[config.mk]
export PLATFORM = sky130hd
export DESIGN_NAME = rtc_calendar_core
export DESIGN_NICKNAME = d
export VERILOG_FILES = /design/src/rtl/rtc_calendar_core.sv
export SDC_FILE = /design/constraint.sdc
export NUM_CORES = 1
export LEC_CHECK = 0
export ABC_AREA = 1
export BUFFER_PORTS_ARGS = -buffer_cell sky130_fd_sc_hd__buf_2
export CORE_ASPECT_RATIO = 1.1
export CORE_MARGIN = 4
export CORE_UTILIZATION = 60
export CTS_CLUSTER_SIZE = 30
export DETAILED_ROUTE_END_ITERATION = 16
export PLACE_DENSITY = 0.89
export SETUP_SLACK_MARGIN = 0.1
export SLEW_MARGIN = 30
export SYNTH_ARGS = -nofsm -noshare
export SYNTH_HDL_FRONTEND = slang
export SYNTH_SLANG_ARGS = --single-unit
[constraint.sdc]
create_clock -name CLOCK_50 -period 3.71 [get_ports CLOCK_50]
set_input_delay 0.742 -clock CLOCK_50 [delete_from_list [all_inputs] [get_ports CLOCK_50]]
set_output_delay 0.742 -clock CLOCK_50 [all_outputs]
set_load 0.02 [all_outputs]
[src/rtl/rtc_calendar_core.sv]
// Synchronous BCD real-time clock/calendar (centiseconds to 4-digit year) with a digit-edit adjust mode.
// Optional alarm compare output enabled by defining RTC_ALARM_EN.
module rtc_calendar_core #(
  parameter int         CLK_HZ       = 50_000_000,
  parameter int         TICK_HZ      = 100,
  parameter logic [7:0] RESET_YEAR_H = 8'h20,
  parameter logic [7:0] RESET_YEAR_L = 8'h00
) (
  input  logic       CLOCK_50,
  input  logic       rst_n,
  input  logic       adjust,
  input  logic [3:0] select,
  input  logic       add,
  input  logic       clr,
`ifdef RTC_ALARM_EN
  input  logic       alarm_on,
  input  logic [5:0] alarm_hour,
  input  logic [6:0] alarm_minute,
  output logic       alarm,
`endif
  output logic [7:0] millisecond,
  output logic [6:0] second,
  output logic [6:0] minute,
  output logic [5:0] hour,
  output logic [5:0] day,
  output logic [4:0] month,
  output logic [7:0] year_l,
  output logic [7:0] year_h,
  output logic       sec_pulse,
  output logic       leap
);

  localparam int DIV = CLK_HZ / TICK_HZ;
  localparam int PW  = $clog2(DIV);

  function automatic logic div4(input logic [7:0] b);
    if (b[4]) return (b[3:0] == 4'h2) || (b[3:0] == 4'h6);
    else      return (b[3:0] == 4'h0) || (b[3:0] == 4'h4) || (b[3:0] == 4'h8);
  endfunction

  function automatic logic [5:0] dim_of(input logic [4:0] m, input logic lp);
    case (m)
      5'h04, 5'h06, 5'h09, 5'h11: return 6'h30;
      5'h02:                      return lp ? 6'h29 : 6'h28;
      default:                    return 6'h31;
    endcase
  endfunction

  // Returns {carry, next}: at maxv wraps to minv with carry, otherwise BCD +1.
  function automatic logic [8:0] bcd_step(input logic [7:0] v, input logic [7:0] maxv,
                                          input logic [7:0] minv);
    if (v == maxv)            return {1'b1, minv};
    else if (v[3:0] == 4'h9)  return {1'b0, v[7:4] + 4'h1, 4'h0};
    else                      return {1'b0, v[7:4], v[3:0] + 4'h1};
  endfunction

  logic          adjust_p0, adjust_p1;
  logic          add_p0, add_p1, add_p2;
  logic          clr_p0, clr_p1, clr_p2;
  logic          add_stb, clr_stb, edit;
  logic [PW-1:0] pre;
  logic          tick;
  logic [5:0]    dim_cur;

  logic [7:0] cs_n, yl_n, yh_n;
  logic [6:0] sec_n, min_n;
  logic [5:0] hour_n, day_n;
  logic [4:0] month_n;
  logic [8:0] st_cs, st_s, st_m, st_h, st_d, st_mo, st_yl, st_yh;
  logic [3:0] cur_dig, dmax, new_dig;
  logic       unused;

  // Input synchronisers and button edge detection
  always_ff @(posedge CLOCK_50 or negedge rst_n) begin
    if (!rst_n) begin
      adjust_p0 <= 1'b0; adjust_p1 <= 1'b0;
      add_p0 <= 1'b0; add_p1 <= 1'b0; add_p2 <= 1'b0;
      clr_p0 <= 1'b0; clr_p1 <= 1'b0; clr_p2 <= 1'b0;
    end else begin
      adjust_p0 <= adjust; adjust_p1 <= adjust_p0;
      add_p0 <= add; add_p1 <= add_p0; add_p2 <= add_p1;
      clr_p0 <= clr; clr_p1 <= clr_p0; clr_p2 <= clr_p1;
    end
  end

  assign add_stb = add_p1 & ~add_p2;
  assign clr_stb = clr_p1 & ~clr_p2;
  assign edit    = adjust_p1 & (add_stb | clr_stb);

  always_ff @(posedge CLOCK_50 or negedge rst_n) begin
    if (!rst_n)                         pre <= '0;
    else if (adjust_p1 || pre == PW'(DIV - 1)) pre <= '0;
    else                                pre <= pre + PW'(1);
  end

  assign tick    = ~adjust_p1 && (pre == PW'(DIV - 1));
  assign leap    = (year_l != 8'h00) ? div4(year_l) : div4(year_h);
  assign dim_cur = dim_of(month, leap);

  always_comb begin
    cs_n = millisecond; sec_n = second; min_n = minute; hour_n = hour;
    day_n = day; month_n = month; yl_n = year_l; yh_n = year_h;
    st_cs = bcd_step(millisecond, 8'h99, 8'h00);
    st_s  = bcd_step({1'b0, second}, 8'h59, 8'h00);
    st_m  = bcd_step({1'b0, minute}, 8'h59, 8'h00);
    st_h  = bcd_step({2'b0, hour}, 8'h23, 8'h00);
    st_d  = bcd_step({2'b0, day}, {2'b0, dim_cur}, 8'h01);
    st_mo = bcd_step({3'b0, month}, 8'h12, 8'h01);
    st_yl = bcd_step(year_l, 8'h99, 8'h00);
    st_yh = bcd_step(year_h, 8'h99, 8'h00);
    dmax  = 4'h9;
    case (select)
      4'd0:    cur_dig = millisecond[3:0];
      4'd1:    cur_dig = millisecond[7:4];
      4'd2:    cur_dig = second[3:0];
      4'd3:    begin cur_dig = {1'b0, second[6:4]}; dmax = 4'h5; end
      4'd4:    cur_dig = minute[3:0];
      4'd5:    begin cur_dig = {1'b0, minute[6:4]}; dmax = 4'h5; end
      4'd6:    cur_dig = hour[3:0];
      4'd7:    begin cur_dig = {2'b0, hour[5:4]}; dmax = 4'h3; end
      4'd8:    cur_dig = day[3:0];
      4'd9:    begin cur_dig = {2'b0, day[5:4]}; dmax = 4'h3; end
      4'd10:   cur_dig = month[3:0];
      4'd11:   begin cur_dig = {3'b0, month[4]}; dmax = 4'h1; end
      4'd12:   cur_dig = year_l[3:0];
      4'd13:   cur_dig = year_l[7:4];
      4'd14:   cur_dig = year_h[3:0];
      default: cur_dig = year_h[7:4];
    endcase
    new_dig = clr_stb ? 4'h0 : ((cur_dig == dmax) ? 4'h0 : cur_dig + 4'h1);

    if (tick) begin
      // Whole carry chain resolves in this one cycle
      cs_n = st_cs[7:0];
      if (st_cs[8]) begin
        sec_n = st_s[6:0];
        if (st_s[8]) begin
          min_n = st_m[6:0];
          if (st_m[8]) begin
            hour_n = st_h[5:0];
            if (st_h[8]) begin
              day_n = st_d[5:0];
              if (st_d[8]) begin
                month_n = st_mo[4:0];
                if (st_mo[8]) begin
                  yl_n = st_yl[7:0];
                  if (st_yl[8]) yh_n = st_yh[7:0];
                end
              end
            end
          end
        end
      end
    end else if (edit) begin
      case (select)
        4'd0:    cs_n[3:0]    = new_dig;
        4'd1:    cs_n[7:4]    = new_dig;
        4'd2:    sec_n[3:0]   = new_dig;
        4'd3:    sec_n[6:4]   = new_dig[2:0];
        4'd4:    min_n[3:0]   = new_dig;
        4'd5:    min_n[6:4]   = new_dig[2:0];
        4'd6:    hour_n[3:0]  = new_dig;
        4'd7:    hour_n[5:4]  = new_dig[1:0];
        4'd8:    day_n[3:0]   = new_dig;
        4'd9:    day_n[5:4]   = new_dig[1:0];
        4'd10:   month_n[3:0] = new_dig;
        4'd11:   month_n[4]   = new_dig[0];
        4'd12:   yl_n[3:0]    = new_dig;
        4'd13:   yl_n[7:4]    = new_dig;
        4'd14:   yh_n[3:0]    = new_dig;
        default: yh_n[7:4]    = new_dig;
      endcase
      if (hour_n > 6'h23) hour_n = 6'h00;
      if (day_n == 6'h00 || day_n > dim_cur) day_n = 6'h01;
      if (month_n == 5'h00 || month_n > 5'h12) month_n = 5'h01;
    end else if (day > dim_cur) begin
      day_n = dim_cur;
    end
  end

  assign unused = ^{st_s[7], st_m[7], st_h[7:6], st_d[7:6], st_mo[7:5], st_yh[8]};

  always_ff @(posedge CLOCK_50 or negedge rst_n) begin
    if (!rst_n) begin
      millisecond <= 8'h00; second <= 7'h00; minute <= 7'h00; hour <= 6'h00;
      day <= 6'h01; month <= 5'h01; year_l <= RESET_YEAR_L; year_h <= RESET_YEAR_H;
      sec_pulse <= 1'b0;
    end else begin
      millisecond <= cs_n; second <= sec_n; minute <= min_n; hour <= hour_n;
      day <= day_n; month <= month_n; year_l <= yl_n; year_h <= yh_n;
      sec_pulse <= tick && (millisecond == 8'h99);
    end
  end

`ifdef RTC_ALARM_EN
  always_ff @(posedge CLOCK_50 or negedge rst_n) begin
    if (!rst_n) alarm <= 1'b0;
    else        alarm <= tick && alarm_on && (hour_n == alarm_hour) && (min_n == alarm_minute)
                         && (sec_n == 7'h00) && (cs_n == 8'h00);
  end
`endif

endmodule

==> metrics.cfg, run 1 <==
[pwr]
power.leakage_nw = 3.837
vdd_drop_max_v = 0.0003557
powerDensity_nw_per_um2 = 592.1

[critical_path]
worst-r2r-cell-count = 18
crit_type = reg2reg
cp.arrival_ns = 3.69
crit_required_ns = 3.94
endpoint_kind = flip-flop
worstPathMaxFanout = 8
critPathLaunchType = flip-flop

[run]
maxCapViolCount = 0

[yosys]
seq_area_frac_synth_pct = 32.91
syn-cell-area_um2 = 6322
synth_edf_count = 0
ys_types = 43
syn_nets = 970
ys_seq_elements = 83
synthFlopType = dfrtp_1
syn_inst = 935
yosys_warnings = 0
synth.avg_cell_area_um2 = 6.762
synthArstFlopShare_pct = 100.0

[placed_design]
place.port_buffers = 65
postPlaceCellArea_um2 = 6859
place_hpwl_mm = 14.62
routabilityCongestion = 1.065

[grt]
antenna_found_initial = 0
grt_max_degree = 84
grt_pass1_vias = 6384
overflow = 0
track_usage_pct = 32.64
grt_pass1_wl_mm = 31.48

[cts]
cts_made_buffers = 9
clock-sinks = 83
clkTransAtPathRegs_ns = 0.06
insertion_delay_ns = 0.35
root_buffer = clkbuf_16
htree_levels = 3
cts_tree = done
clock_path_buffers = 2

[floorplan]
core_um2 = 10340
rows = 39
initial_utilization_pct = 61.12
die_x_um = 105.9
dieArea_um2 = 12250
io_pins = 66
fp.dieH_um = 115.7

[route]
drtIter0Drc = 572
antenna_left = 0
via_count = 6772
avgViaCountPerCell = 5.823
wl_per_cell_um = 16.89
drt-total-wl_mm = 19.64
route.detailed.drc = 0
first_pass_iters = 6

[final_layout]
fin_area_um2 = 7239
drive_gt1_share_pct = 13.53
diodes = 0
final_nets = 1050
area_growth_pct = 14.51
fillerInstances = 927

[timing]
rsz0062_at_grt = true
clock_skew_ns = 0.01080
relSlewSlack_pct = 48.13
maxSlewViolCount = 0
finalSetupViolations = 0
tightest_slew_ns = 0.7709
hold_ws_ns = 0.3478
min_period_ns = 3.462
fmax_ghz = 0.2889
period_share_pct = 93.31
hold_violations = 0

[hold_path]
hp-class = reg2reg
min_path_cells = 0

[outcome]
outcome = finished, final reports clean

[cells in the mapped netlist (2+ instances only)]
| cell | instances | area share (%) |
|---|---|---|
| buf_6 | 3 | 0.53 |
| a22oi_1 | 34 | 4.0 |
| nand3_1 | 106 | 8.4 |
| or2_2 | 3 | 0.30 |
| nor2_1 | 124 | 7.4 |
| ha_1 | 26 | 5.1 |
| a21boi_1 | 5 | 0.59 |
| nand3_2 | 6 | 0.95 |
| mux2_2 | 2 | 0.36 |
| o21ai_0 | 33 | 2.6 |
| dfrtp_1 | 80 | 32 |
| o21a_1 | 2 | 0.24 |
| o211ai_1 | 2 | 0.24 |
| nand2_1 | 180 | 11 |
| nand2_2 | 3 | 0.30 |
| clkbuf_1 | 8 | 0.47 |
| nor3_1 | 22 | 1.7 |
| a31oi_1 | 14 | 1.4 |
| o31ai_1 | 4 | 0.47 |
| a211oi_1 | 3 | 0.36 |
| a21oi_1 | 52 | 4.1 |
| dfstp_2 | 3 | 1.2 |
| inv_2 | 2 | 0.12 |
| nand4_1 | 9 | 0.89 |
| nor2_2 | 12 | 1.2 |
| inv_1 | 152 | 9.0 |
| nor4_1 | 5 | 0.49 |
| o21ai_1 | 6 | 0.47 |
| xor2_1 | 20 | 2.8 |
[kinds of logic (layout without fill, tap and decap cells)]
family                     after synthesis  count (layout)  share of synthesized area [%]
and+or+nand+nor                        475             475                          32.91
buffers and inverters                  166             251                          10.27
AOI/OAI and AO/OA                      162             162                          15.50
DFF                                     83              83                          32.91
adders and majority gates               26              26                          5.145
xor gates and xnor gates                21              21                          2.909
muxes                                    2               2                         0.3562
[report_power, final]
group | switching, mW | internal, mW
clock | 0.384 | 0.523
sequential | 0.365 | 1.11
combinational | 1.24 | 0.656
total | 1.99 | 2.29
[critical path, cell delays in order, from the launching register on]
cell        delay (ns)
dfrtp_2           0.45
inv_1             0.12
ha_1              0.16
nand3_1           0.12
nor3_4            0.27
nand3_2           0.12
o21ai_4           0.10
nor2_1            0.05
or3_1             0.34
inv_1             0.12
ha_1              0.24
nand4_1           0.10
inv_1             0.08
nor2_4            0.14
inv_2             0.10
nand3_4           0.15
clkinvlp_4        0.20
nand3_4           0.14
mux2_2            0.35
[repair_timing]
item,CTS,global route
pin swaps,0,3
resized for setup,5,13
hold buffers,0,0
setup endpoints to repair,6,13
setup buffers,0,3
[registers in the layout, summed over array words and instances (netlist names), 5 cells and up]
| name | flops |
|---|---|
| day | 6 |
| hour | 6 |
| second | 7 |
| year_l | 8 |
| millisecond | 8 |
| year_h | 8 |
| month | 5 |
| pre | 19 |
| minute | 7 |
[layer usage]
metal	track usage, %	part of all wire (%)	routed length, um
met1	41.22	40	7827
met2	54.17	46	9108
met3	5.961	8.8	1727
met4	16.49	5.0	980
met5	0	0	0
[per-stage QoR]
stage	power (mW)	worst slack [ns]	util, %	instances	setup TNS [ns]
finish	4.287	0.2482	69.98	1163	0
global route	4.579	0.06052	69.98	1163	0
CTS	4.249	0.1651	69.22	1160	0
detailed placement	3.332	-0.1072	66.30	1144	-0.1446
global placement	3.292	-0.1050	66.27	1144	-0.1291
floorplan	2.677	0.1985	-	935	0
[cell type report]
cell class | instances | area, um^2 | area share, %
clock inverter | 4 | 51.30 | 0.7086
sequential | 83 | 2083 | 28.78
inverter | 154 | 581.8 | 8.037
clock buffer | 12 | 236.5 | 3.267
tap | 143 | 178.9 | 2.471
timing repair buffer | 81 | 451.7 | 6.239
multi-input combinational | 686 | 3656 | 50.50
[cell usage in the layout (no fill, tap or decap), types with 3 or more instances in the layout]
cell	count
nand2_1	179
inv_1	149
nor2_1	123
nand3_1	105
dfrtp_1	78
buf_2	64
a21oi_1	52
a22oi_1	34
o21ai_0	32
ha_1	26
nor3_1	21
xor2_1	20
buf_4	16
a31oi_1	14
nor2_2	12
nand4_1	9
clkbuf_16	9
o21ai_1	6
nand3_2	5
nor4_1	5
a21boi_1	5
inv_2	4
o31ai_1	4
nand2_2	3
a211oi_1	3
or2_2	3
clkbuf_1	3
dfstp_2	3
[final timing paths]
path	to	start	slack (ns)
min in group asynchronous	day[5]	rst_n	0.44
worst min-delay path	adjust_p1	adjust_p0	0.35
worst max register to register	year_l[0]	year_l[5]	0.25
worst max-delay path	year_l[0]	year_l[5]	0.25
worst min register to register	adjust_p1	adjust_p0	0.35
max in group asynchronous	year_l[5]	rst_n	2.71
Power figures use the tool's default switching activity.
==> run 2, diff against run 1 <==
--- a/config.mk
+++ b/config.mk
@@ -12,7 +12,8 @@
 export CORE_UTILIZATION = 60
 export CTS_CLUSTER_SIZE = 30
 export DETAILED_ROUTE_END_ITERATION = 16
-export PLACE_DENSITY = 0.89
+export MAX_ROUTING_LAYER = met4
+export PLACE_DENSITY = 0.83
 export SETUP_SLACK_MARGIN = 0.1
 export SLEW_MARGIN = 30
 export SYNTH_ARGS = -nofsm -noshare
==> run 2 against run 1 <==
  * Critical path type unchanged
  * Combinational power about the same
  * Non-clock buffer count up 1
  * Largest cell class unchanged
  * Register-to-register slack better by 0.08 ns
  * Die area unchanged
==> metrics.cfg, run 2 (synthesized netlist as in run 1, its figures left out) <==
[floorplan]
io_pins = 66
fp.dieH_um = 115.7
core_um2 = 10340
die_x_um = 105.9
rows = 39
dieArea_um2 = 12250
initial_utilization_pct = 61.12

[critical_path]
endpoint = year_l[0]
worst-r2r-cell-count = 18
crit_type = reg2reg
reg2reg_slack_ns = 0.33
cp.arrival_ns = 3.61
critPathLaunchType = flip-flop
crit_required_ns = 3.94
cp-startpoint = year_l[4]
timing.rr.end = year_l[0]
regToRegStartpoint = year_l[4]
endpoint_kind = flip-flop
worstPathMaxFanout = 8

[final_layout]
final_nets = 1051
layout_common_cells = 179 x nand2_1, 150 x inv_1, 123 x nor2_1, 106 x nand3_1, 79 x dfrtp_1
drive_gt1_share_pct = 13.61
area_growth_pct = 14.29
fillerInstances = 906
fin_util_pct = 69.85
final_common_cell = nand2_1
diodes = 0
top_register = pre
largest_register_ff_count = 19

[route]
wl_per_cell_um = 16.90
via_count = 6711
avgViaCountPerCell = 5.765
antenna_left = 0
wl_met1_mm = 8.119
met3_length_mm = 1.698
route.detailed.drc = 0
drt-total-wl_mm = 19.68
drtIter0Drc = 767
met2WireLength_mm = 9.008
first_pass_iters = 5
dr.max_layer_used = met4

[pwr]
vdd_drop_max_v = 0.0002636
powerDensity_nw_per_um2 = 598.5
power.leakage_nw = 3.847

[timing]
tightest_slew_ns = 0.8130
fin_tns_setup_ns = 0
hold_violations = 0
min_period_ns = 3.382
finalSetupViolations = 0
period_share_pct = 91.15
relSlewSlack_pct = 45.80
fmax_ghz = 0.2957
clock_skew_ns = 0.01060
maxSlewViolCount = 0
rsz0062_at_grt = false

[placed_design]
place.port_buffers = 65
routabilityCongestion = 1.100
place_hpwl_mm = 14.86

[hold_path]
worstHoldStart = adjust_p0
hp-class = reg2reg

[cts]
cts_tree = done
root_buffer = clkbuf_16
clock-sinks = 83
postCtsSetupRepairBufs = 0
cts_made_buffers = 9
clock_path_buffers = 2
insertion_delay_ns = 0.35
postCtsHoldBufs = 0
clkTransAtPathRegs_ns = 0.07
htree_levels = 3

[grt]
grt_max_degree = 64
track_usage_pct = 34.05
overflow = 0
grt_pass1_wl_mm = 32.04
grt_pass1_vias = 6306
antenna_found_initial = 0

[run]
maxCapViolCount = 0

[outcome]
outcome = finished, final reports clean

==> run 2: final cells by class <==
type                            instances  area, um^2  share of cell area [%]
Tap cell                              143       178.9                   2.476
Sequential cell                        83        2082                   28.81
Inverter                              154       580.6                   8.035
Clock buffer                            9       225.2                   3.117
Multi-Input combinational cell        686        3620                   50.10
Clock inverter                          7       83.83                   1.160
Timing Repair Buffer                   82       455.4                   6.303
==> run 2: critical path: stages, from the launching register on <==
cell	delay, ns
dfrtp_2	0.47
inv_1	0.15
ha_1	0.16
nand3_1	0.08
nor3_2	0.17
nand3_1	0.12
o21ai_2	0.12
nor2_1	0.06
or3_1	0.33
inv_1	0.12
ha_1	0.24
nand4_1	0.10
inv_1	0.08
nor2_2	0.21
inv_2	0.11
nand3_4	0.16
inv_4	0.08
nand3_2	0.16
mux2_2	0.35
==> run 2: stage by stage <==
stage | setup slack (ns) | hold slack, ns | instances | area (um^2) | power [mW]
floorplan | 0.1985 | 0.3312 | 935 | 6322 | 2.677
global placement | -0.1002 | 0.3353 | 1148 | 6885 | 3.311
detailed placement | -0.09050 | 0.3394 | 1148 | 6885 | 3.333
CTS | 0.1625 | 0.3551 | 1164 | 7199 | 4.294
global route | 0.09643 | 0.3640 | 1164 | 7226 | 4.616
finish | 0.3282 | 0.3533 | 1164 | 7226 | 4.324
==> run 2: worst min path at each step <==
| stage | endpoint | slack, ns | cells past startpoint |
|---|---|---|---|
| 2_1_floorplan | add_p1 | 0.33 | 0 |
| 3_3_place_gp | adjust_p1 | 0.34 | 0 |
| 3_5_place_dp | adjust_p1 | 0.34 | 0 |
| 4_1_cts | adjust_p1 | 0.36 | 0 |
| 5_1_grt | adjust_p1 | 0.36 | 0 |
| 6_report | adjust_p1 | 0.35 | 0 |
==> run 2: routing by layer <==
| metal | up-vias | track usage (%) |
|---|---|---|
| met3 | 57 | 5.181 |
| met2 | 354 | 53.06 |
| met1 | 3051 | 43.70 |
| li1 | 3249 | - |
| met5 | - | - |
| met4 | 0 | 16.67 |
==> run 2: what timing repair did <==
action	in CTS	in global routing
hold endpoints to repair	0	0
gates resized for setup	4	7
setup endpoints to repair	7	17
==> run 2: where the power goes <==
part	switching [mW]	total, mW	internal [mW]
registers	0.365	1.48	1.11
logic	1.24	1.89	0.650
clock network	0.420	0.957	0.537
total	2.03	4.32	2.30
